[src/rtl/rom_reader_pkg.sv]
// Shared types and constants for the ROM stream reader.
package rom_reader_pkg;

  typedef enum logic [1:0] {
    IDLE,
    RUN,
    DRAIN,
    DONE
  } rr_state_t;

  localparam int RR_FIFO_DEPTH = 4;
  localparam int RR_ROM_LAT    = 1;

endpackage

[src/rtl/rom_stream_reader_if.sv]
// Valid/ready stream carrying the words read out of the ROM.
interface rom_stream_reader_if #(
  parameter int w = 8
);
  logic [w-1:0] m_data;
  logic         m_valid;
  logic         m_ready;

  modport master (output m_data, output m_valid, input m_ready);
  modport slave  (input m_data, input m_valid, output m_ready);
endinterface

[src/rtl/rom_reader_fifo.sv]
// Small synchronous FIFO with a registered occupancy count.
module rom_reader_fifo
  import rom_reader_pkg::*;
#(
  parameter int w     = 8,
  parameter int DEPTH = RR_FIFO_DEPTH,
  parameter int CW    = $clog2(DEPTH + 1)
) (
  input  logic          clk,
  input  logic          rst,
  input  logic          wr_en,
  input  logic [w-1:0]  wr_data,
  input  logic          rd_en,
  output logic [w-1:0]  rd_data,
  output logic [CW-1:0] count,
  output logic          empty
);

  localparam int PW = (DEPTH > 1) ? $clog2(DEPTH) : 1;

  logic [w-1:0]  mem [DEPTH];
  logic [PW-1:0] wr_ptr, rd_ptr;

  function automatic logic [PW-1:0] ptr_inc(input logic [PW-1:0] p);
    return (p == PW'(DEPTH - 1)) ? '0 : p + 1'b1;
  endfunction

  // Storage is cleared on reset so the stream data reads as zero afterwards.
  always_ff @(posedge clk or posedge rst) begin
    if (rst) begin
      for (int i = 0; i < DEPTH; i++) mem[i] <= '0;
      wr_ptr <= '0;
      rd_ptr <= '0;
      count  <= '0;
    end else begin
      if (wr_en) begin
        mem[wr_ptr] <= wr_data;
        wr_ptr      <= ptr_inc(wr_ptr);
      end
      if (rd_en) rd_ptr <= ptr_inc(rd_ptr);
      case ({wr_en, rd_en})
        2'b10:   count <= count + 1'b1;
        2'b01:   count <= count - 1'b1;
        default: count <= count;
      endcase
    end
  end

  assign rd_data = mem[rd_ptr];
  assign empty   = (count == '0);

endmodule

[src/rtl/rom_stream_reader.sv]
// Reads len consecutive ROM words (wrapping modulo d) and streams them out with backpressure.
// Define ROM_READER_LOOP_EN to repeat the command until stop is raised.
module rom_stream_reader
  import rom_reader_pkg::*;
#(
  parameter int w  = 8,
  parameter int d  = 16,
  parameter int AW = $clog2(d)
) (
  input  logic                clk,
  input  logic                rst,
  input  logic                start,
  input  logic [AW-1:0]       start_ad,
  input  logic [AW:0]         len,
`ifdef ROM_READER_LOOP_EN
  input  logic                stop,
`endif
  output logic [AW-1:0]       ad_rd,
  input  logic [w-1:0]        data_in,
  rom_stream_reader_if.master m,
  output logic                busy,
  output logic                done
);

  localparam int CW = $clog2(RR_FIFO_DEPTH + 1);

  rr_state_t           state, state_nxt;
  logic [AW-1:0]       ad_nxt, ad_inc;
  logic [AW:0]         len_q, issued_cnt, issued_nxt;
  logic [RR_ROM_LAT:0] inflight_sr;
  logic                issue, pop, fifo_empty, credit_ok;
  logic [CW-1:0]       fifo_count;
  logic [CW:0]         occupancy;
  logic [w-1:0]        fifo_rd_data;
`ifdef ROM_READER_LOOP_EN
  logic [AW-1:0]       start_ad_q;
`endif

  assign pop       = !fifo_empty && m.m_ready;
  assign m.m_valid = !fifo_empty;
  assign m.m_data  = fifo_rd_data;
  assign busy      = (state != IDLE);
  assign done      = (state == DONE);
  assign ad_inc    = (ad_rd == AW'(d - 1)) ? '0 : ad_rd + 1'b1;

  // Buffered words plus reads still inside the ROM pipeline must stay within the FIFO depth.
  assign occupancy = (CW + 1)'(fifo_count) + (CW + 1)'($countones(inflight_sr));
  assign credit_ok = (occupancy < (CW + 1)'(RR_FIFO_DEPTH));

  always_comb begin
    state_nxt  = state;
    issue      = 1'b0;
    ad_nxt     = ad_rd;
    issued_nxt = issued_cnt;
    case (state)
      IDLE: begin
        if (start) begin
          if (len == '0) begin
            state_nxt = DONE;
          end else begin
            state_nxt  = RUN;
            issue      = 1'b1;
            ad_nxt     = start_ad;
            issued_nxt = (AW + 1)'(1);
          end
        end
      end
      RUN: begin
`ifdef ROM_READER_LOOP_EN
        if (stop) begin
          state_nxt = DRAIN;
        end else if (credit_ok) begin
          issue = 1'b1;
          if (issued_cnt == len_q) begin
            ad_nxt     = start_ad_q;
            issued_nxt = (AW + 1)'(1);
          end else begin
            ad_nxt     = ad_inc;
            issued_nxt = issued_cnt + 1'b1;
          end
        end
`else
        if (issued_cnt == len_q) begin
          state_nxt = DRAIN;
        end else if (credit_ok) begin
          issue      = 1'b1;
          ad_nxt     = ad_inc;
          issued_nxt = issued_cnt + 1'b1;
          if (issued_cnt + 1'b1 == len_q) state_nxt = DRAIN;
        end
`endif
      end
      DRAIN: begin
        if (inflight_sr == '0 && (fifo_empty || (fifo_count == CW'(1) && pop)))
          state_nxt = DONE;
      end
      DONE:    state_nxt = IDLE;
      default: state_nxt = IDLE;
    endcase
  end

  always_ff @(posedge clk or posedge rst) begin
    if (rst) begin
      state       <= IDLE;
      ad_rd       <= '0;
      len_q       <= '0;
      issued_cnt  <= '0;
      inflight_sr <= '0;
`ifdef ROM_READER_LOOP_EN
      start_ad_q  <= '0;
`endif
    end else begin
      state       <= state_nxt;
      ad_rd       <= ad_nxt;
      issued_cnt  <= issued_nxt;
      inflight_sr <= {inflight_sr[RR_ROM_LAT-1:0], issue};
      if (state == IDLE && start) begin
        len_q      <= len;
`ifdef ROM_READER_LOOP_EN
        start_ad_q <= start_ad;
`endif
      end
    end
  end

  // The oldest inflight stage marks a word now present on the ROM output.
  rom_reader_fifo #(
    .w     (w),
    .DEPTH (RR_FIFO_DEPTH),
    .CW    (CW)
  ) u_fifo (
    .clk     (clk),
    .rst     (rst),
    .wr_en   (inflight_sr[RR_ROM_LAT]),
    .wr_data (data_in),
    .rd_en   (pop),
    .rd_data (fifo_rd_data),
    .count   (fifo_count),
    .empty   (fifo_empty)
  );

endmodule

[src/flat_wrapper.sv]
// flat-port wrapper written by rule: the top's interface ports become plain ports
module rom_stream_reader_flat import rom_reader_pkg::*;
#(
  parameter int w  = 8,
  parameter int d  = 16,
  parameter int AW = $clog2(d)
)
  (clk, rst, start, start_ad, len, ad_rd, data_in, busy, done, m_m_data, m_m_valid, m_m_ready);
  rom_stream_reader_if #(.w(w)) m_i ();
  input  logic clk;
  input  logic rst;
  input  logic start;
  input  logic [AW-1:0] start_ad;
  input  logic [AW:0] len;
  output logic [AW-1:0] ad_rd;
  input  logic [w-1:0] data_in;
  output logic busy;
  output logic done;
  output wire logic [$bits(m_i.m_data)-1:0] m_m_data;
  output wire logic [$bits(m_i.m_valid)-1:0] m_m_valid;
  input wire logic [$bits(m_i.m_ready)-1:0] m_m_ready;
  assign m_m_data = m_i.m_data;
  assign m_m_valid = m_i.m_valid;
  assign m_i.m_ready = m_m_ready;
  rom_stream_reader #(.w(w), .d(d), .AW(AW)) u_core (.clk(clk), .rst(rst), .start(start), .start_ad(start_ad), .len(len), .ad_rd(ad_rd), .data_in(data_in), .m(m_i), .busy(busy), .done(done));
endmodule
[config.mk]
export PLATFORM = sky130hd
export DESIGN_NAME = rom_stream_reader_flat
export DESIGN_NICKNAME = d
export VERILOG_FILES = /design/src/rtl/rom_reader_pkg.sv /design/src/rtl/rom_stream_reader_if.sv /design/src/rtl/rom_reader_fifo.sv /design/src/rtl/rom_stream_reader.sv /design/src/flat_wrapper.sv
export SDC_FILE = /design/constraint.sdc
export NUM_CORES = 1
export LEC_CHECK = 0
export ABC_AREA = 1
export CORE_MARGIN = 2
export CORE_UTILIZATION = 45
export CTS_CLUSTER_SIZE = 14
export DETAILED_ROUTE_END_ITERATION = 10
export GPL_ROUTABILITY_DRIVEN = 1
export GPL_TIMING_DRIVEN = 0
export PLACE_DENSITY = 0.74
export SLEW_MARGIN = 15
export SYNTH_ARGS = -nofsm -noshare
export SYNTH_HDL_FRONTEND = slang
export SYNTH_SLANG_ARGS = --single-unit
[constraint.sdc]
create_clock -name clk -period 2 [get_ports clk]
set_clock_uncertainty 0.15 [all_clocks]
set_input_delay 0.4 -clock clk [delete_from_list [all_inputs] [get_ports clk]]
set_output_delay 0.4 -clock clk [all_outputs]
set_load 0.01 [all_outputs]
==> results of run 1 <==
==> cell type report <==
cell class	count	share of cell area, %
Clock buffer	11	3.64
Sequential cell	57	36.8
Timing Repair Buffer	45	10.4
Buffer	9	2.29
Multi-Input combinational cell	271	39.1
Tap cell	80	2.58
Inverter	43	4.48
Clock inverter	5	0.806
==> cell usage in the layout (no fill, tap or decap), types with 9 or more instances in the layout <==
cell type,synthesis,routed
buf_2,2,9
o21ai_1,0,9
dfrtp_1,57,56
clkbuf_8,0,10
nand2_1,105,104
ha_1,20,18
nand3_1,16,15
o21ai_0,60,47
inv_1,42,35
nor2_1,33,27
clkdlybuf4s50_1,0,24
==> through the flow <==
stage                     setup slack [ns]  hold slack (ns)
after floorplan                     0.0504            0.228
after global placement               -1.01            0.235
after detailed placement            -0.431            0.250
after CTS                          0.00304            0.265
after global routing               -0.0502            0.277
final                               0.0108            0.280
==> cell usage after synthesis <==
master | instances | area share [%]
or2_2 | 1 | 0.20
o21ai_4 | 2 | 1.1
a21oi_1 | 6 | 0.98
ha_1 | 20 | 8.2
nor2_1 | 33 | 4.0
nand2_2 | 4 | 0.82
inv_1 | 42 | 5.1
dfrtp_1 | 57 | 47
nand3_1 | 16 | 2.6
buf_2 | 2 | 0.33
nor2_4 | 1 | 0.37
nand3b_1 | 1 | 0.25
xor2_1 | 5 | 1.4
nand4_1 | 4 | 0.82
inv_2 | 1 | 0.12
xnor2_1 | 2 | 0.57
nand2_1 | 105 | 13
clkbuf_1 | 5 | 0.61
nand3_2 | 2 | 0.65
buf_6 | 1 | 0.37
clkbuf_2 | 1 | 0.16
o21ai_0 | 60 | 9.8
o22ai_1 | 8 | 1.6
nand2_4 | 1 | 0.37
==> power by group through the flow <==
stage                     Sequential [mW]  Combinational [mW]  Clock (mW)
after floorplan                      2.03                2.05           0
after global placement               2.10                2.90           0
after detailed placement             2.13                3.00           0
after CTS                            2.10                3.27       0.966
after global routing                 2.21                3.85        1.01
final                                2.14                3.41       0.946
==> how the worst min path moves through the flow <==
stage                                from                    end  slack (ns)  cells after the start
floorplan           u_core.inflight_sr[0]  u_core.inflight_sr[1]        0.23                      0
global placement    u_core.inflight_sr[0]  u_core.inflight_sr[1]        0.24                      0
detailed placement  u_core.inflight_sr[0]  u_core.inflight_sr[1]        0.25                      0
CTS                 u_core.inflight_sr[0]  u_core.inflight_sr[1]        0.27                      0
global route        u_core.inflight_sr[0]  u_core.inflight_sr[1]        0.28                      0
finish              u_core.inflight_sr[0]  u_core.inflight_sr[1]        0.28                      0
==> critical path: cells and delay by family (launching register included) <==
family	cells	cell delay, ns
buffers and inverters	2	0.35
AOI/OAI and AO/OA	2	0.24
DFF	1	0.50
==> what timing repair did <==
item / in CTS / in global routing
pin swaps: 3 / 9
buffers inserted: 8 / 0
gates resized for setup: 65 / 28
endpoints found under the setup margin: 11 / 21
gates cloned: 2 / 0
==> metal layers <==
metal	global-route usage, %	part of all wire [%]
met1	24.6	42
met2	35.2	51
met4	9.23	2.1
met5	0	0
met3	4.76	4.1
==> flip-flops by register name, indices dropped and copies added (netlist names) <==
register / cells
u_core.u_fifo.mem: 32
u_core.issued_cnt: 5
u_core.len_q: 5
u_core.ad_rd: 4
u_core.u_fifo.count: 3
u_core.inflight_sr: 2
u_core.state: 2
u_core.u_fifo.rd_ptr: 2
u_core.u_fifo.wr_ptr: 2
==> cell families (layout without fill, tap and decap cells) <==
| group | count (synthesis) | after routing | share of synthesized area, % |
|---|---|---|---|
| XOR/XNOR | 7 | 7 | 2.00 |
| AO/OA/AOI/OAI | 76 | 76 | 13.5 |
| flip-flops | 57 | 57 | 46.6 |
| AND/OR/NAND/NOR | 168 | 168 | 23.0 |
| adder cells (fa/ha/maj) | 20 | 20 | 8.17 |
| buffers and inverters | 52 | 113 | 6.74 |
==> results.toml, run 1 <==
[setup_path]
crit_end = "m_m_data[5]"
critPathLaunch = "u_core.u_fifo.rd_ptr[1]"
reg2reg_slack_ns = 0.13
r2r_cells = 8
path_cells = "inv_2, o21ai_1, o22ai_1, buf_2"
worstPathArrival_ns = 1.44
r2r-start = "u_core.inflight_sr[1]"
cp-end-kind = "primary output"
path_class = "reg -> out"
cp-start-kind = "flip-flop"
slowest_stage = "dfrtp_2"
path_max_fanout = 10
r2r_end = "u_core.issued_cnt[4]"
crit_required_ns = 1.45
cpPeakStageDelay_ns = 0.50

[power]
leakage_nw = 1.94
p_seq_share_pct = 32.9
clockPowerShare_pct = 14.6
p_per_area_nw_per_um2 = 1670
internal-power_mw = 3.68
vdd_drop_max_v = 0.000798
total_power_mw = 6.49
pwr-share-comb_pct = 52.5
p_sw_mw = 2.81
swShare_pct = 43.3

[detailed_routing]
drt-initial-drc-count = 144
dr_total_vias = 2644
ant_nets = 0
drc_errors = 0
totalWireLength_um = 6940
avgViaCountPerCell = 5.07
routedWlPerCell_um = 13.3
first_pass_iters = 4

[floorplanning]
die_y_um = 86.5
design.die.area_um2 = 7480
design.core.area_um2 = 6680
start_util_pct = 45.8
rows = 30
ios = 36
die_w_um = 86.5

[clocking]
cts_buffer_depth = 2
clk_pin_slew_ns = 0.07
clk_latency_ns = 0.34
cts_htree_levels = 3
ctsHoldBuffers = 0
clockRootBuffer = "clkbuf_8"
cts_tree = "yes"
clock_sinks = 57
cts_buffers = 9

[placement]
placedCellCount = 495
placed_area_um2 = 3510
dp_hpwl_um = 4580
numPortBuffers = 35
finalWeightedCongestion = 0.817

[finish]
n_antenna_cell = 0
fin_cells = 521
num-fill-cells = 577
multi_input_area_um2 = 1520
drive_above_1_share_pct = 16.8
seq_area_um2 = 1430
syn2layout_area_growth_pct = 26.8
nets = 477
post-route-util_pct = 58.1
finalInstanceArea_um2 = 3880

[timing]
layout_min_cycle_time_ns = 1.99
rsz0062_at_grt = "yes"
setup_viol = 0
hold_viol_final = 0
worstMarginPinSlew_ns = 0.706
max_freq_mhz = 503
finalCritPeriodShare_pct = 99.5
drv_slew = 0
max-slew-margin-rel_pct = 52.9
finalSetupTns_ns = 0

[global_routing]
grt_pass1_vias = 2624
grt_overflow = 0
grt_start_max_net_pins = 58
grtUsageTotal_pct = 20.5
antenna_found_initial = 0
grt_pass1_wl_um = 11900

[run]
drv_cap = 0

[synthesis]
ys_seq_area_share_pct = 46.6
syn_area_per_cell_um2 = 8.06
synth_nets = 421
synth_cells = 380
synth_area_um2 = 3060
yosysUniqueCellTypes = 24
synth-warning-count = 0
synth_seq_cells = 57

[min_path]
hold_path.class = "reg -> reg"

[outcome]
status = "finished clean"
Note: power is estimated with default switching activity, not from simulation.
==> run 2: changes to the inputs <==
--- a/config.mk
+++ b/config.mk
@@ -12,7 +12,9 @@
 export DETAILED_ROUTE_END_ITERATION = 10
 export GPL_ROUTABILITY_DRIVEN = 1
 export GPL_TIMING_DRIVEN = 0
+export MAX_ROUTING_LAYER = met4
 export PLACE_DENSITY = 0.74
+export SKIP_LAST_GASP = 1
 export SLEW_MARGIN = 15
 export SYNTH_ARGS = -nofsm -noshare
 export SYNTH_HDL_FRONTEND = slang
==> run 2 against run 1 <==
Effect of this change:
- the run now ends with negative setup slack left
- total power rose by 0.36%
- non-clock buffer count grew 2
- combinational power is 1% higher
- global-route usage grew 0.66 points
- register-to-register slack about the same
- flip-flop and latch count is the same
- via count increased by 0.11%
- critical path type unchanged
==> results.toml, run 2 (synthesized netlist as in run 1, its figures left out) <==
[clocking]
cts_buffer_depth = 2
clk_pin_slew_ns = 0.07
cts_htree_levels = 3
cts_tree = "yes"
ctsHoldBuffers = 0
clockRootBuffer = "clkbuf_8"
clk_latency_ns = 0.34
clock_sinks = 57
cts_buffers = 9

[finish]
largest_reg_flops = 32
layout_commonest_cell = "nand2_1"
n_antenna_cell = 0
drive_above_1_share_pct = 16.3
most-common-layout-cells = "104 x nand2_1, 56 x dfrtp_1, 48 x o21ai_0"
top_regs = "u_core.u_fifo.mem: 32 flops, u_core.issued_cnt: 5 flops, u_core.len_q: 5 flops"
regMostFlops = "u_core.u_fifo.mem"
nets = 479
syn2layout_area_growth_pct = 27.0

[min_path]
min_to = "u_core.inflight_sr[1]"
worstHoldStart = "u_core.inflight_sr[0]"
min_path_cells = 0
hold_path.class = "reg -> reg"

[detailed_routing]
drt-initial-drc-count = 134
top_layer = "met4"
first_pass_iters = 4
drc_errors = 0
wl_met1_um = 3030
met2_length_um = 3560
routedWlPerCell_um = 13.5
wl_met3_um = 346
avgViaCountPerCell = 5.06
ant_nets = 0
totalWireLength_um = 7060
dr_total_vias = 2647

[global_routing]
grt_pass1_wl_um = 11900
grt_start_max_net_pins = 58
antenna_found_initial = 0
grt_overflow = 0
grt_pass1_vias = 2562
grtUsageTotal_pct = 21.2

[power]
leakage_nw = 1.96
vdd_drop_max_v = 0.000795
p_per_area_nw_per_um2 = 1680

[setup_path]
r2r_end = "u_core.issued_cnt[4]"
path_buf_inv = 4
worstPathArrival_ns = 1.47
path_class = "reg -> out"
r2r_cells = 8
slowest_stage = "dfrtp_1"
cp-start-kind = "flip-flop"
crit_required_ns = 1.45
cp-end-kind = "primary output"
critical_path.top_delay_family = "buffers and inverters"
r2r-start = "u_core.inflight_sr[1]"
path_cells = "buf_6, inv_8, buf_16, nor2_2, o22ai_2, buf_2"
path_max_fanout = 6
critical_path_depth = 6
reg2reg_slack_ns = 0.13
cpPeakStageDelay_ns = 0.39

[floorplanning]
die_w_um = 86.5
rows = 30
die_y_um = 86.5
design.core.area_um2 = 6680
design.die.area_um2 = 7480
start_util_pct = 45.8
ios = 36

[run]
drv_cap = 0

[timing]
max-slew-margin-rel_pct = 53.1
finalCritPeriodShare_pct = 101
drv_slew = 0
setup_slack_ns = -0.0154
worstMarginPinSlew_ns = 0.704
max_freq_mhz = 496
layout_min_cycle_time_ns = 2.02
finalSetupTns_ns = -0.0240
holdWs_ns = 0.272
setup_viol = 2
rsz0062_at_grt = "yes"
hold_viol_final = 0

[placement]
numPortBuffers = 35
finalWeightedCongestion = 0.829
dp_hpwl_um = 4580

[outcome]
violations = "negative setup slack"
status = "finished with violations"
-- run 2: cell types whose count changed in the layout (fill, tap and decap cells not counted) --
cell     before  now
o21ai_2       3    4
o21ai_1       9    8
nor2_1       27   31
o21ai_0      47   48
o21ai_4       3    2
buf_4         7    8
buf_8         1    2
nor2_2        6    2
-- run 2: final cells by class --
cell class	count	area, um2
Buffer	9	78.8
Sequential cell	57	1430
Multi-Input combinational cell	271	1500
Clock inverter	5	31.3
Timing Repair Buffer	47	435
Fill cell	579	2790
Clock buffer	11	141
Inverter	43	174
Tap cell	80	100
-- run 2: where the power goes --
| part | internal (mW) | switching, mW | leakage, nW |
|---|---|---|---|
| combinational | 1.52 | 1.93 | 1.17 |
| clock | 0.478 | 0.467 | 0.0891 |
| sequential | 1.71 | 0.410 | 0.698 |
-- run 2: worst max path at each step --
stage                                        from                   end
final                     u_core.u_fifo.rd_ptr[0]           m_m_data[7]
after global routing      u_core.u_fifo.rd_ptr[0]           m_m_data[7]
after CTS                 u_core.u_fifo.rd_ptr[0]           m_m_data[7]
after detailed placement  u_core.u_fifo.rd_ptr[0]           m_m_data[7]
after global placement                        rst  u_core.u_fifo.mem[1]
after floorplan                               rst       u_core.ad_rd[0]
-- run 2: worst reg2reg max path, delay by kind of cell (launching register included) --
family          cells  cell delay (ns)
fa+ha+maj           2             0.50
simple gates        5             0.45
compound gates      1             0.28
flops               1             0.40
-- run 2: repair_timing --
action                                  CTS  global route
gates cloned                              2             1
gates resized for setup                  54            33
setup buffers                             8             1
endpoints found under the setup margin   11            21
endpoints found under the hold margin     0             0
pin swaps                                 3             9
-- run 2: through the flow --
step / std cells / util [%] / total power, mW / setup WS [ns] / cell area [um2]
after floorplan: 380 / - / 4.08 / 0.0504 / 3060
after global placement: 495 / 52.6 / 5.00 / -1.01 / 3510
after detailed placement: 495 / 52.6 / 5.13 / -0.431 / 3510
after CTS: 521 / 56.6 / 6.24 / -0.0605 / 3780
after global routing: 523 / 58.2 / 7.11 / -0.0878 / 3890
final: 523 / 58.2 / 6.51 / -0.0154 / 3890
-- run 2: routing by layer --
metal	GRT usage, %	vias to the layer above
li1	-	1339
met1	24.7	1222
met2	35.6	73
met3	6.76	13
met4	5.54	0
met5	-	-
==> run 3: changes to the inputs <==
--- a/config.mk
+++ b/config.mk
@@ -10,7 +10,6 @@
 export CORE_UTILIZATION = 45
 export CTS_CLUSTER_SIZE = 14
 export DETAILED_ROUTE_END_ITERATION = 10
-export GPL_ROUTABILITY_DRIVEN = 1
 export GPL_TIMING_DRIVEN = 0
 export MAX_ROUTING_LAYER = met4
 export PLACE_DENSITY = 0.74
==> results of run 3 <==
Final layout, timing and power as in run 2 (identical DEF).
